[src/rtl/spi_slave_pkg.sv]
// Shared SPI bus definitions: mode/word-length encodings, FSM states and length helpers.
// The SPI master imports the same package so both ends agree on the config encoding.
package spi_defs;

   typedef struct packed {
      logic cpol;
      logic cpha;
   } spi_mode_t;

   typedef enum logic [1:0] {
      LEN_32 = 2'd0,
      LEN_16 = 2'd1,
      LEN_8  = 2'd2,
      LEN_4  = 2'd3
   } word_len_e;

   typedef enum logic {
      ST_IDLE   = 1'b0,
      ST_ACTIVE = 1'b1
   } spi_state_e;

   function automatic logic [5:0] len_bits(input logic [1:0] code);
      return 6'd32 >> code;
   endfunction

   function automatic logic [31:0] len_mask(input logic [1:0] code);
      return 32'hFFFF_FFFF >> (6'd32 - len_bits(code));
   endfunction

endpackage

[src/rtl/spi_slave_sync_edge.sv]
// N-flop input synchroniser with single-cycle rise/fall pulses on the synchronised level.
// RESET_VAL should match the idle level of the line so reset release creates no edge.
module spi_sync_edge #(
   parameter int unsigned STAGES    = 2,
   parameter logic        RESET_VAL = 1'b0
) (
   input  logic clk,
   input  logic rst,
   input  logic din,
   output logic dout,
   output logic rise,
   output logic fall
);

   logic [STAGES-1:0] sync;
   logic              prev;

   always_ff @(posedge clk or posedge rst) begin
      if (rst) begin
         sync <= {STAGES{RESET_VAL}};
         prev <= RESET_VAL;
      end else begin
         sync <= {sync[STAGES-2:0], din};
         prev <= sync[STAGES-1];
      end
   end

   assign dout = sync[STAGES-1];
   assign rise = dout & ~prev;
   assign fall = ~dout & prev;

endmodule

[src/rtl/spi_slave.sv]
// SPI target: oversampled SCLK/CS/MOSI, MSB-first shift in/out, modes 0-3, 32/16/8/4-bit words,
// TX holding register with load handshake, and per-word rx valid / underrun / frame error pulses.
import spi_defs::*;

module spi_slave #(
   parameter int unsigned SYNC_STAGES = 2
) (
   input  logic        GCLK,
   input  logic        RST,
   input  logic [1:0]  spi_mode_i,
   input  logic [1:0]  word_len_i,
   input  logic [31:0] tx_data_i,
   input  logic        tx_load_i,
   output logic        tx_empty_o,
   output logic [31:0] rx_data_o,
   output logic        rx_valid_o,
   output logic        busy_o,
   output logic        underrun_o,
   output logic        frame_err_o,
   input  logic        SCLK_i,
   input  logic        CS_i,
   input  logic        MOSI_i,
   output logic        MISO_o,
   output logic        MISO_oe_o
);

   logic sclk_level_unused, sclk_rise, sclk_fall;
   logic cs_level_unused, cs_rise, cs_fall;
   logic mosi_s, mosi_rise_unused, mosi_fall_unused;

   spi_sync_edge #(.STAGES(SYNC_STAGES), .RESET_VAL(1'b0)) u_sclk_sync (
      .clk(GCLK), .rst(RST), .din(SCLK_i),
      .dout(sclk_level_unused), .rise(sclk_rise), .fall(sclk_fall)
   );

   spi_sync_edge #(.STAGES(SYNC_STAGES), .RESET_VAL(1'b1)) u_cs_sync (
      .clk(GCLK), .rst(RST), .din(CS_i),
      .dout(cs_level_unused), .rise(cs_rise), .fall(cs_fall)
   );

   spi_sync_edge #(.STAGES(SYNC_STAGES), .RESET_VAL(1'b0)) u_mosi_sync (
      .clk(GCLK), .rst(RST), .din(MOSI_i),
      .dout(mosi_s), .rise(mosi_rise_unused), .fall(mosi_fall_unused)
   );

   spi_state_e  state;
   spi_mode_t   mode_q, mode_eff;
   word_len_e   len_q, len_eff;
   logic [4:0]  bit_cnt, cnt_eff, len_m1;
   logic [31:0] tx_word, tx_eff, rx_shift, rx_next, hold, reload_word;
   logic        hold_full;
   logic        entering, in_frame, sample_hit, shift_hit, word_done, reload;

   // The CS-fall cycle uses the incoming config/word directly so a coincident SCLK edge is honoured.
   always_comb begin
      entering    = (state == ST_IDLE) && cs_fall;
      mode_eff    = entering ? spi_mode_t'(spi_mode_i) : mode_q;
      len_eff     = entering ? word_len_e'(word_len_i) : len_q;
      len_m1      = 5'(len_bits(len_eff) - 6'd1);
      in_frame    = entering || ((state == ST_ACTIVE) && !cs_rise);
      sample_hit  = in_frame && ((mode_eff.cpol == mode_eff.cpha) ? sclk_rise : sclk_fall);
      shift_hit   = in_frame && ((mode_eff.cpol == mode_eff.cpha) ? sclk_fall : sclk_rise);
      cnt_eff     = entering ? len_m1 : bit_cnt;
      word_done   = sample_hit && (cnt_eff == 5'd0);
      reload      = entering || word_done;
      reload_word = hold_full ? hold : '0;
      tx_eff      = entering ? reload_word : tx_word;
      rx_next     = {rx_shift[30:0], mosi_s};
   end

   always_ff @(posedge GCLK or posedge RST) begin
      if (RST) begin
         state       <= ST_IDLE;
         mode_q      <= '0;
         len_q       <= LEN_32;
         bit_cnt     <= '0;
         tx_word     <= '0;
         rx_shift    <= '0;
         hold        <= '0;
         hold_full   <= 1'b0;
         tx_empty_o  <= 1'b1;
         rx_data_o   <= '0;
         rx_valid_o  <= 1'b0;
         busy_o      <= 1'b0;
         underrun_o  <= 1'b0;
         frame_err_o <= 1'b0;
         MISO_o      <= 1'b0;
         MISO_oe_o   <= 1'b0;
      end else begin
         rx_valid_o  <= 1'b0;
         underrun_o  <= 1'b0;
         frame_err_o <= 1'b0;

         // A load coinciding with a reload refills the holding register after the old value is taken.
         if (tx_load_i) begin
            hold       <= tx_data_i;
            hold_full  <= 1'b1;
            tx_empty_o <= 1'b0;
         end else if (reload) begin
            hold_full  <= 1'b0;
            tx_empty_o <= 1'b1;
         end

         if (reload) begin
            tx_word    <= reload_word;
            underrun_o <= !hold_full;
         end

         case (state)
            ST_IDLE: begin
               if (cs_fall) begin
                  state     <= ST_ACTIVE;
                  mode_q    <= spi_mode_t'(spi_mode_i);
                  len_q     <= word_len_e'(word_len_i);
                  bit_cnt   <= len_m1;
                  busy_o    <= 1'b1;
                  MISO_oe_o <= 1'b1;
                  if (!mode_eff.cpha) MISO_o <= reload_word[len_m1];
               end
            end
            ST_ACTIVE: begin
               if (cs_rise) begin
                  state     <= ST_IDLE;
                  busy_o    <= 1'b0;
                  MISO_oe_o <= 1'b0;
                  MISO_o    <= 1'b0;
                  if (bit_cnt != len_m1) frame_err_o <= 1'b1;
               end
            end
            default: state <= ST_IDLE;
         endcase

         if (sample_hit) begin
            rx_shift <= rx_next;
            if (word_done) begin
               rx_data_o  <= rx_next & len_mask(len_eff);
               rx_valid_o <= 1'b1;
               bit_cnt    <= len_m1;
            end else begin
               bit_cnt <= cnt_eff - 5'd1;
            end
         end

         // Same expression serves both phases: CPHA=1 shifts before the decrement, CPHA=0 after it.
         if (shift_hit) MISO_o <= tx_eff[cnt_eff];
      end
   end

endmodule
[config.mk]
export PLATFORM = sky130hd
export DESIGN_NAME = spi_slave
export DESIGN_NICKNAME = d
export VERILOG_FILES = /design/src/rtl/spi_slave_pkg.sv /design/src/rtl/spi_slave_sync_edge.sv /design/src/rtl/spi_slave.sv
export SDC_FILE = /design/constraint.sdc
export NUM_CORES = 1
export LEC_CHECK = 0
export ABC_AREA = 1
export BUFFER_PORTS_ARGS = -buffer_cell sky130_fd_sc_hd__buf_2
export CAP_MARGIN = 5
export CORE_MARGIN = 5
export CORE_UTILIZATION = 30
export CTS_CLUSTER_DIAMETER = 80
export DETAILED_ROUTE_END_ITERATION = 16
export PLACE_DENSITY = 0.47
export SLEW_MARGIN = 25
export SYNTH_ARGS = -nofsm -noshare
export SYNTH_HDL_FRONTEND = slang
export SYNTH_SLANG_ARGS = --single-unit
[constraint.sdc]
create_clock -name GCLK -period 5.5 [get_ports GCLK]
set_clock_uncertainty 0.05 [all_clocks]
set_input_delay 0.275 -clock GCLK [delete_from_list [all_inputs] [get_ports GCLK]]
set_output_delay 0.275 -clock GCLK [all_outputs]
set_load 0.03 [all_outputs]
==> impl_results.md, run 1 <==
* Status: complete, no violations
* P_sw at 1.15 mW
* Largest family of logic cells by synthesized area: simple AND/OR/NAND/NOR gates
* Synth Area in XOR/XNOR at 0.00263
* Fmax at 278 MHz
* Post-synth cell types at 34
* Htree depth at 4
* Synth Area in Compound Gates at 0.0816
* Syn Std Cell Area at 0.00667 sq mm
* Drt pass-1 iters at 5
* Flop-to-flop setup slack at 1.90 ns
* Setup TNS at 0 ns
* VDD IR-drop max at 0.200 mV
* Synth top area cells: dfrtp_1 56%, nand2_1 19%, nand3_1 4.5%, o21ai_0 4.2%, inv_1 3.5%
* CTS buffer count at 17
* Syn Inst Count at 782
* Die X at 159 microns
* Pin count of the biggest net entering global routing at 87
* Data required, critical path at 5.72 ns
* Routed WL at 15,200 microns
* Vias in the first global route at 5,393
* Top fanout value on the critical path at 56
* I/O Buffers at 80
* Finished Cell Area at 0.00812 sq mm
* Placed wire-length estimate at about 10,000 microns
* Top cells by instance count after synthesis: 335 x nand2_1, 148 x dfrtp_1, 62 x inv_1
* DRC violations left at 0
* CP max stage cell: inv_2
* Crit-path max cell delay at 0.59 ns
* Fin Hold WS at 0.0179 ns
* Cts repair resizes at 0
* Final worst setup slack at 1.90 ns
* GRT Util Overall at 0.127
* Number of post-CTS setup repair buffers at 0
* Post-synthesis sequential area ratio at 0.571
* I/O Pins at 81
* Most frequent cell after synthesis: nand2_1
* Share of layout cells above drive strength 1 at 0.175
* Tightest Pin Transition at roughly 0.94 ns
* Logic pwr share at 0.240
* Routed wire per std cell at 13.0 microns
* Total grt overflow at 0
* Crit end category: flop
* Hold Path Depth at 3
* Via density per instance at 4.37
* Placer Congestion at 0.748
* Synth async-reset ratio at 1.00
* P_int at 2.25 mW
* Dpl cells at 1,109
* Worst R2R Start: state
* Clock root buffer: clkbuf_16
* Fin crit period at between 3 and 4 ns
* Tcrit/Tclk final at 0.655
* Crit path launch type: flop
* Die Footprint at 0.0253 sq mm
* CTS tree: built
* WS Path Type: flop to flop
* Post-CTS Hold Fix Bufs at 30
* Starting Density at 0.306
* Clk pin slew, worst setup/hold paths at 0.06 ns
* Pre-CTS setup slack at 1.80 ns
* Max Cap Viol at 0
* Post-synthesis simple-gate area fraction at 0.268
* Relative slew slack at 0.372
* R2R cell count at 13
* Post-synth EDFFs at 0
* Initial antenna violation count at 0
* Die extent in y at between 150 and 200 microns
* CP Data Arrival Time at 3.82 ns
* First-pass GRT wire length at 27,100 microns
* Area of the multi-input gates at 0.00236 sq mm
* Register Area at between 0.003 and 0.004 sq mm
* Adder-Cell Fraction of Synth Area at 0.00188
* RSZ-0062 raised after global routing: false
* Share of power burned in registers at 0.423
* Area leader, netlist: dfrtp_1
* Site Rows at 54
* First DRT Iteration DRCs at 253
* Final Core Density at 0.372
* P_leak at approximately 4.2 nW
* Clk pwr share at 0.337
* Area grow syn2layout at 21.7%
* Sw frac at 0.338
* Antenna-violating nets left at 0
* Mux cell area share after synthesis at 0
* Post-synth net total at a little over 800
* Pwr dens at between 400 and 500 mW/mm^2
* Clock sink count at around 150
* Max-slew violations at 0
* Fillers at approximately 2,300
* Post-DP Area at 0.00724 sq mm
* Area share of the largest cell type after synthesis at 0.555
* Yosys reg bits at 152
* Later-pin clock latency in the skew report at 0.42 ns
* Final Setup Violations at 0
* Crit path cell chain: inv_2 > nand3_4 > nand2_1 > nand2_1 > nand2_1 > nand3_1 > nand3_2 > buf_4 > inv_2 > nand2_2 > nand2_2 > inv_2 > o21ai_0
* RR Endpoint: tx_word[15]
* Critical hold path startpoint: tx_data_i[17]
* Final #Nets at 921
* Main flop type after synthesis: dfrtp_1
* Syn avg cell area at 8.53 sq um
* Fin cells at 1,171
* Total power at around 3.4 mW
* Setup crit start: state
* Clock buffer depth at 2
* Min-Delay Endpoint: hold[17]
* Core area at 0.0218 sq mm
* Hold/Removal Path Class: input pin to flop
* Final hold vios at 0
* N_diodes at 0
* Routed via count at between 5,000 and 6,000
* Synth Warn # at 0
==> sequential cells by signal, summed over array words and instances, names as in the netlist, 2 cells and up <==
name / count
bit_cnt: 5
hold: 32
len_q: 2
mode_q: 2
rx_data_o: 32
rx_shift: 31
tx_word: 32
u_cs_sync.sync: 2
u_mosi_sync.sync: 2
u_sclk_sync.sync: 2
==> power by group through the flow <==
stage	clock network, mW	logic, mW	registers [mW]
after floorplan	0	0.615	1.45
after global placement	0	0.806	1.46
after detailed placement	0	0.812	1.46
after CTS	1.19	0.832	1.44
after global routing	1.24	0.956	1.47
final	1.15	0.814	1.44
==> critical path: cells and delay by family (launching register included) <==
kind,cells,cell delay (ns)
simple gates,8,1.32
buf+inv,4,1.43
flops,1,0.44
compound gates,1,0.17
==> worst max path at each step <==
stage	endpoint	slack, ns	depth (start not counted)
6_report	tx_word[15]	1.90	13
5_1_grt	tx_word[7]	1.35	13
4_1_cts	tx_word[15]	1.78	13
3_5_place_dp	tx_word[3]	1.80	13
3_3_place_gp	tx_word[23]	1.88	13
2_1_floorplan	MISO_o	1.09	1
==> per-layer routing <==
| metal | wire length, microns | GRT usage | vias to the layer above |
|---|---|---|---|
| met4 | 71 | 0.0349 | 0 |
| met5 | 0 | 0 | - |
| li1 | - | - | 2657 |
| met2 | 6850 | 0.201 | 73 |
| met3 | 458 | 0.0313 | 4 |
| met1 | 7860 | 0.176 | 2388 |
==> area by class of cell <==
cell class	count	area share
clock inverter	13	0.0168
tap	280	0.0432
sequential	152	0.469
clock buffer	19	0.0546
timing repair buffer	115	0.0910
multi-input combinational	520	0.291
inverter	72	0.0339
==> cells in the final DEF (no fill, tap or decap), types with 6 or more instances in the layout <==
master         count
clkbuf_16         17
o21ai_2           11
dfrtp_1          148
buf_2             80
o21ai_0           56
inv_6              6
inv_2              7
nor2_1             8
nand2_1          335
dlygate4sd3_1     30
a21oi_1            9
nand3_1           60
inv_1             61
==> kinds of logic after synthesis <==
kind of cell | count (synthesis)
AND/OR/NAND/NOR | 424
flip-flops | 152
buffers and inverters | 110
AO/OA/AOI/OAI | 93
XOR/XNOR | 2
adder cells (fa/ha/maj) | 1
(Power assumes the default switching activity.)
==> run 2, diff against run 1 <==
--- a/config.mk
+++ b/config.mk
@@ -12,7 +12,7 @@
 export CORE_UTILIZATION = 30
 export CTS_CLUSTER_DIAMETER = 80
 export DETAILED_ROUTE_END_ITERATION = 16
-export PLACE_DENSITY = 0.47
+export PLACE_DENSITY = 0.48
 export SLEW_MARGIN = 25
 export SYNTH_ARGS = -nofsm -noshare
 export SYNTH_HDL_FRONTEND = slang
==> constraint.sdc (replaced) <==
create_clock -name GCLK -period 3.2 [get_ports GCLK]
set_clock_uncertainty 0.05 [all_clocks]
set_input_delay 0.16 -clock GCLK [delete_from_list [all_inputs] [get_ports GCLK]]
set_output_delay 0.16 -clock GCLK [all_outputs]
set_load 0.03 [all_outputs]
==> run 2 against run 1 <==
Via count is 2.4% higher. Sequential share of layout area is 1.0 points lower. Die area stayed put. Utilization is 0.83 points higher. Critical path depth is 1 lower.
==> impl_results.md, run 2 (synthesized netlist as in run 1, its figures left out) <==
* Status: complete, no violations
* Site Rows at 54
* Total grt overflow at 0
* Die Footprint at 0.0253 sq mm
* Top fanout value on the critical path at 37
* Clock buffer depth at 2
* Gr busiest metal: met2
* Later-pin clock latency in the skew report at 0.43 ns
* Met2 Use GR at 0.196
* Routed wire per std cell at 13.2 microns
* Core area at 0.0218 sq mm
* First-pass GRT wire length at between 20,000 and 30,000 microns
* Routed via count at 5,243
* Die extent in y at 159 microns
* CTS tree: built
* Die X at between 150 and 200 microns
* Critical hold path startpoint: spi_mode_i[0]
* CTS buffer count at 17
* Final Setup Violations at 0
* Min-Delay Endpoint: mode_q[0]
* RR Endpoint: rx_data_o[7]
* First DRT Iteration DRCs at 276
* Final worst setup slack at between 0.5 and 0.6 ns
* Total power at 6.02 mW
* Placed wire-length estimate at 10,400 microns
* Clock root buffer: clkbuf_16
* Area grow syn2layout at 24.4%
* Share of layout cells above drive strength 1 at 0.182
* Fin Hold WS at 0.0434 ns
* Hold/Removal Path Class: input pin to flop
* Antenna-violating nets left at 0
* Final #Nets at about 940
* Hold Path Depth at 3
* Worst R2R Start: state
* Most frequent cells in the layout: 335 x nand2_1, 148 x dfrtp_1, 80 x buf_2
* Flop-to-flop setup slack at 0.54 ns
* Max-slew violations at 0
* Routed WL at 15,700 microns
* Met3 usage at 0.0300
* Drt pass-1 iters at 4
* Vias in the first global route at around 5,400
* Crit end category: flop
* Tcrit/Tclk final at 0.832
* Tightest Pin Transition at 0.619 ns
* Pin count of the biggest net entering global routing at 113
* WS Path Type: flop to flop
* Setup TNS at 0 ns
* Fmax at 376 MHz
* Relative slew slack at 0.587
* Fin crit period at 2.66 ns
* Clk pin slew, worst setup/hold paths at 0.07 ns
* Fillers at around 2,300
* Via density per instance at 4.42
* CP Data Arrival Time at 2.94 ns
* RSZ-0062 raised after global routing: false
* Routing usage on met1 at 0.188
* Starting Density at 0.306
* I/O Pins at 81
* DRC violations left at 0
* VDD IR-drop max at between 0.3 and 0.4 mV
* Htree depth at 4
* Top Registers: hold (32), rx_data_o (32), tx_word (32)
* Most common cell after layout, fill and taps aside: nand2_1
* Pre-CTS setup slack at 0.519 ns
* R2R cell count at 12
* Number of post-CTS setup repair buffers at 0
* P_leak at 4.29 nW
* Final hold vios at 0
* Crit path launch type: flop
* N_diodes at 0
* Max Cap Viol at 0
* Pwr dens at 725 mW/mm^2
* Data required, critical path at 3.47 ns
* GRT Util Overall at 0.131
* Clock sink count at 152
* Placer Congestion at 0.793
* I/O Buffers at 80
* Initial antenna violation count at 0
## run 2: power by group
part | total (mW) | internal (mW) | switching [mW] | leakage [nW]
Clock | 2.10 | 1.19 | 0.915 | 0.295
Combinational | 1.44 | 0.504 | 0.935 | 2.04
Sequential | 2.48 | 2.27 | 0.202 | 1.96
## run 2: critical path, stage by stage, from the launching register on
cell,delay [ns]
dfrtp_1,0.44
inv_2,0.22
nand3_4,0.26
nand2_1,0.13
clkinv_1,0.21
ha_1,0.32
nand4_4,0.15
inv_2,0.04
nand2_2,0.06
buf_4,0.38
nor2_2,0.12
nand2_1,0.09
nand2_1,0.05
## run 2: repair_timing
item,in CTS,in global routing
endpoints found under the setup margin,0,0
hold buffers,37,0
endpoints found under the hold margin,184,0
resized for setup,0,0
## run 2: how the worst max path moves through the flow
stage / start / end / slack [ns] / depth (start not counted)
6_report: state / rx_data_o[7] / 0.54 / 12
5_1_grt: state / rx_data_o[7] / 0.31 / 12
4_1_cts: state / rx_data_o[7] / 0.51 / 12
3_5_place_dp: state / rx_data_o[4] / 0.52 / 12
3_3_place_gp: state / rx_data_o[6] / 0.54 / 12
2_1_floorplan: state / rx_data_o[27] / 1.04 / 13
## run 2: layout make-up
type                       count  area, sq um  share of cell area
clock inverter                15          180              0.0217
multi-input combinational    520         2360               0.285
inverter                      72          274              0.0330
timing repair buffer         130          893               0.108
tap                          280          350              0.0422
clock buffer                  17          425              0.0513
sequential                   152         3810               0.459
## run 2: per-stage QoR
step,util,instance area (sq um),std cells
detailed placement,0.335,7320,1117
global route,0.380,8300,1186
floorplan,-,6670,782
global placement,0.335,7320,1117
finish,0.380,8300,1186
CTS,0.380,8300,1186
## run 2: routing by layer
metal | wire length, microns | up-vias
li1 | - | 2699
met1 | 8030 | 2419
met2 | 6860 | 109
met3 | 595 | 16
met4 | 216 | 0
met5 | 0 | -
==> run 3, diff against run 2 <==
==> constraint.sdc (replaced) <==
create_clock -name GCLK -period 2.2 [get_ports GCLK]
set_clock_uncertainty 0.05 [all_clocks]
set_input_delay 0.11 -clock GCLK [delete_from_list [all_inputs] [get_ports GCLK]]
set_output_delay 0.11 -clock GCLK [all_outputs]
set_load 0.03 [all_outputs]
==> run 3 against run 2 <==
Sequential power up 45%. Utilization up 1.5 points. Final area up 3.9%. Highest routed layer unchanged.
==> impl_results.md, run 3 (synthesized netlist as in run 1, its figures left out) <==
* Data required, critical path at 2.44 ns
* Routed via count at 5,260
* Htree depth at 4
* Tcrit/Tclk final at 0.944
* I/O Buffers at 80
* Placer Congestion at just over 0.8
* Starting Density at 0.306
* RSZ-0062 raised after global routing: true
* Initial antenna violation count at 0
* Final hold vios at 0
* Fin crit period at slightly above 2 ns
* Final Setup Violations at 0
* Placed wire-length estimate at 10,800 microns
* Top fanout value on the critical path at 16
* Setup TNS at 0 ns
* Die X at between 150 and 200 microns
* Die Footprint at 0.0253 sq mm
* Fillers at 2,238
* CP Data Arrival Time at between 2 and 2.5 ns
* Routed WL at 15,600 microns
* N_diodes at 0
* Tightest Pin Transition at ~0.61 ns
* Pwr dens at 1020 mW/mm^2
* Top Registers: hold (32), rx_data_o (32), tx_word (32)
* Status: complete, no violations
* CTS tree: built
* Clk pin slew, worst setup/hold paths at 0.07 ns
* Core area at ~0.022 sq mm
* First-pass GRT wire length at roughly 27,000 microns
* Pin count of the biggest net entering global routing at 107
* Via density per instance at between 4 and 5
* Drt pass-1 iters at 5
* Clock buffer depth at 2
* DRC violations left at 0
* Die extent in y at 159 microns
* Crit end category: flop
* P_leak at ~4.5 nW
* CTS buffer count at 17
* Share of layout cells above drive strength 1 at 0.213
* GRT Util Overall at 0.128
* Antenna-violating nets left at 0
* First DRT Iteration DRCs at 297
* Area grow syn2layout at 29.2%
* Clock sink count at 152
* Routed wire per std cell at 12.8 microns
* Final #Nets at just under 1,000
* Total power at 8.75 mW
* Max-slew violations at 0
* Relative slew slack at 0.593
* Later-pin clock latency in the skew report at 0.42 ns
* Vias in the first global route at 5,264
* WS Path Type: flop to flop
* I/O Pins at between 80 and 90
* Clock root buffer: clkbuf_16
* Max Cap Viol at 0
* Crit path launch type: flop
* Fmax at 481 MHz
* VDD IR-drop max at between 0.4 and 0.5 mV
* Total grt overflow at 0
* Most common cell after layout, fill and taps aside: nand2_1
* Hold/Removal Path Class: input pin to flop
* Most frequent cells in the layout: 334 x nand2_1, 147 x dfrtp_1, 80 x buf_2
* Site Rows at 54
run 3: changes by cell type in the layout (fill, tap and decap cells not counted), sizes merged:
| cell | change |
|---|---|
| buf | +29 |
| dlygate4sd3 | +1 |
| clkinvlp | +1 |
| clkinv | +3 |
| bufinv | -2 |
| inv | -2 |
run 3: worst max-delay path, cell delays in order (launching register included):
cell and delay (ns):
dfstp_2 0.53, inv_2 0.06, nand3_4 0.13, nand2_1 0.13, inv_1 0.12, ha_2 0.22, nand4_4 0.13, inv_2 0.08
nand2_2 0.06, buf_4 0.17, buf_12 0.15, nand2_1 0.06, o21ai_0 0.08
run 3: what timing repair did:
action                                  CTS  global route
buffers inserted                          0             2
endpoints found under the setup margin    0            42
hold endpoints to repair                185             0
hold buffers                             38             0
gates resized for setup                   0             8
run 3: final timing paths:
| check | from | end | slack, ns | depth (start not counted) |
|---|---|---|---|---|
| max in group asynchronous | RST | len_q[0] | 1.26 | 4 |
| setup / recovery | u_cs_sync.sync[1] | rx_data_o[11] | 0.12 | 12 |
| min in group asynchronous | RST | rx_data_o[0] | 0.34 | 4 |
| hold / removal | word_len_i[1] | len_q[1] | 0.1 | 4 |
| setup reg to reg | u_cs_sync.sync[1] | rx_data_o[11] | 0.12 | 12 |
| hold reg to reg | u_sclk_sync.sync[0] | u_sclk_sync.sync[1] | 0.30 | 0 |
run 3: final cells by class:
| type | instances | area, sq um | share of cell area |
|---|---|---|---|
| inverters | 72 | 274 | 0.0318 |
| clock inverters | 15 | 153 | 0.0177 |
| clock buffers | 17 | 425 | 0.0494 |
| well taps | 280 | 350 | 0.0407 |
| repair buffers | 160 | 1220 | 0.142 |
| flip-flops and latches | 152 | 3810 | 0.442 |
| multi-input cells | 520 | 2380 | 0.276 |
run 3: metrics by stage:
stage,util,setup slack (ns),cell area (sq um),hold WS (ns),std cells
3_5_place_dp,0.349,0.0673,7610,0.170,1144
2_1_floorplan,-,0.0412,6670,0.0645,782
4_1_cts,0.393,0.0552,8570,0.115,1214
3_3_place_gp,0.349,0.0943,7610,0.171,1144
5_1_grt,0.395,-0.0599,8620,0.0948,1216
6_report,0.395,0.123,8620,0.0974,1216
run 3: report_power, final:
| part | switching (mW) | internal [mW] | leakage, nW | total (mW) |
|---|---|---|---|---|
| sequential | 0.289 | 3.31 | 1.96 | 3.60 |
| clock | 1.32 | 1.51 | 0.274 | 2.83 |
| combinational | 1.42 | 0.905 | 2.23 | 2.33 |
run 3: routing by layer:
| metal | vias to the layer above | part of all wire | GRT usage |
|---|---|---|---|
| met5 | - | 0 | 0 |
| met4 | 0 | 0.011 | 0.0333 |
| met3 | 12 | 0.034 | 0.0308 |
| met2 | 89 | 0.44 | 0.193 |
| met1 | 2415 | 0.51 | 0.184 |
| li1 | 2744 | - | - |
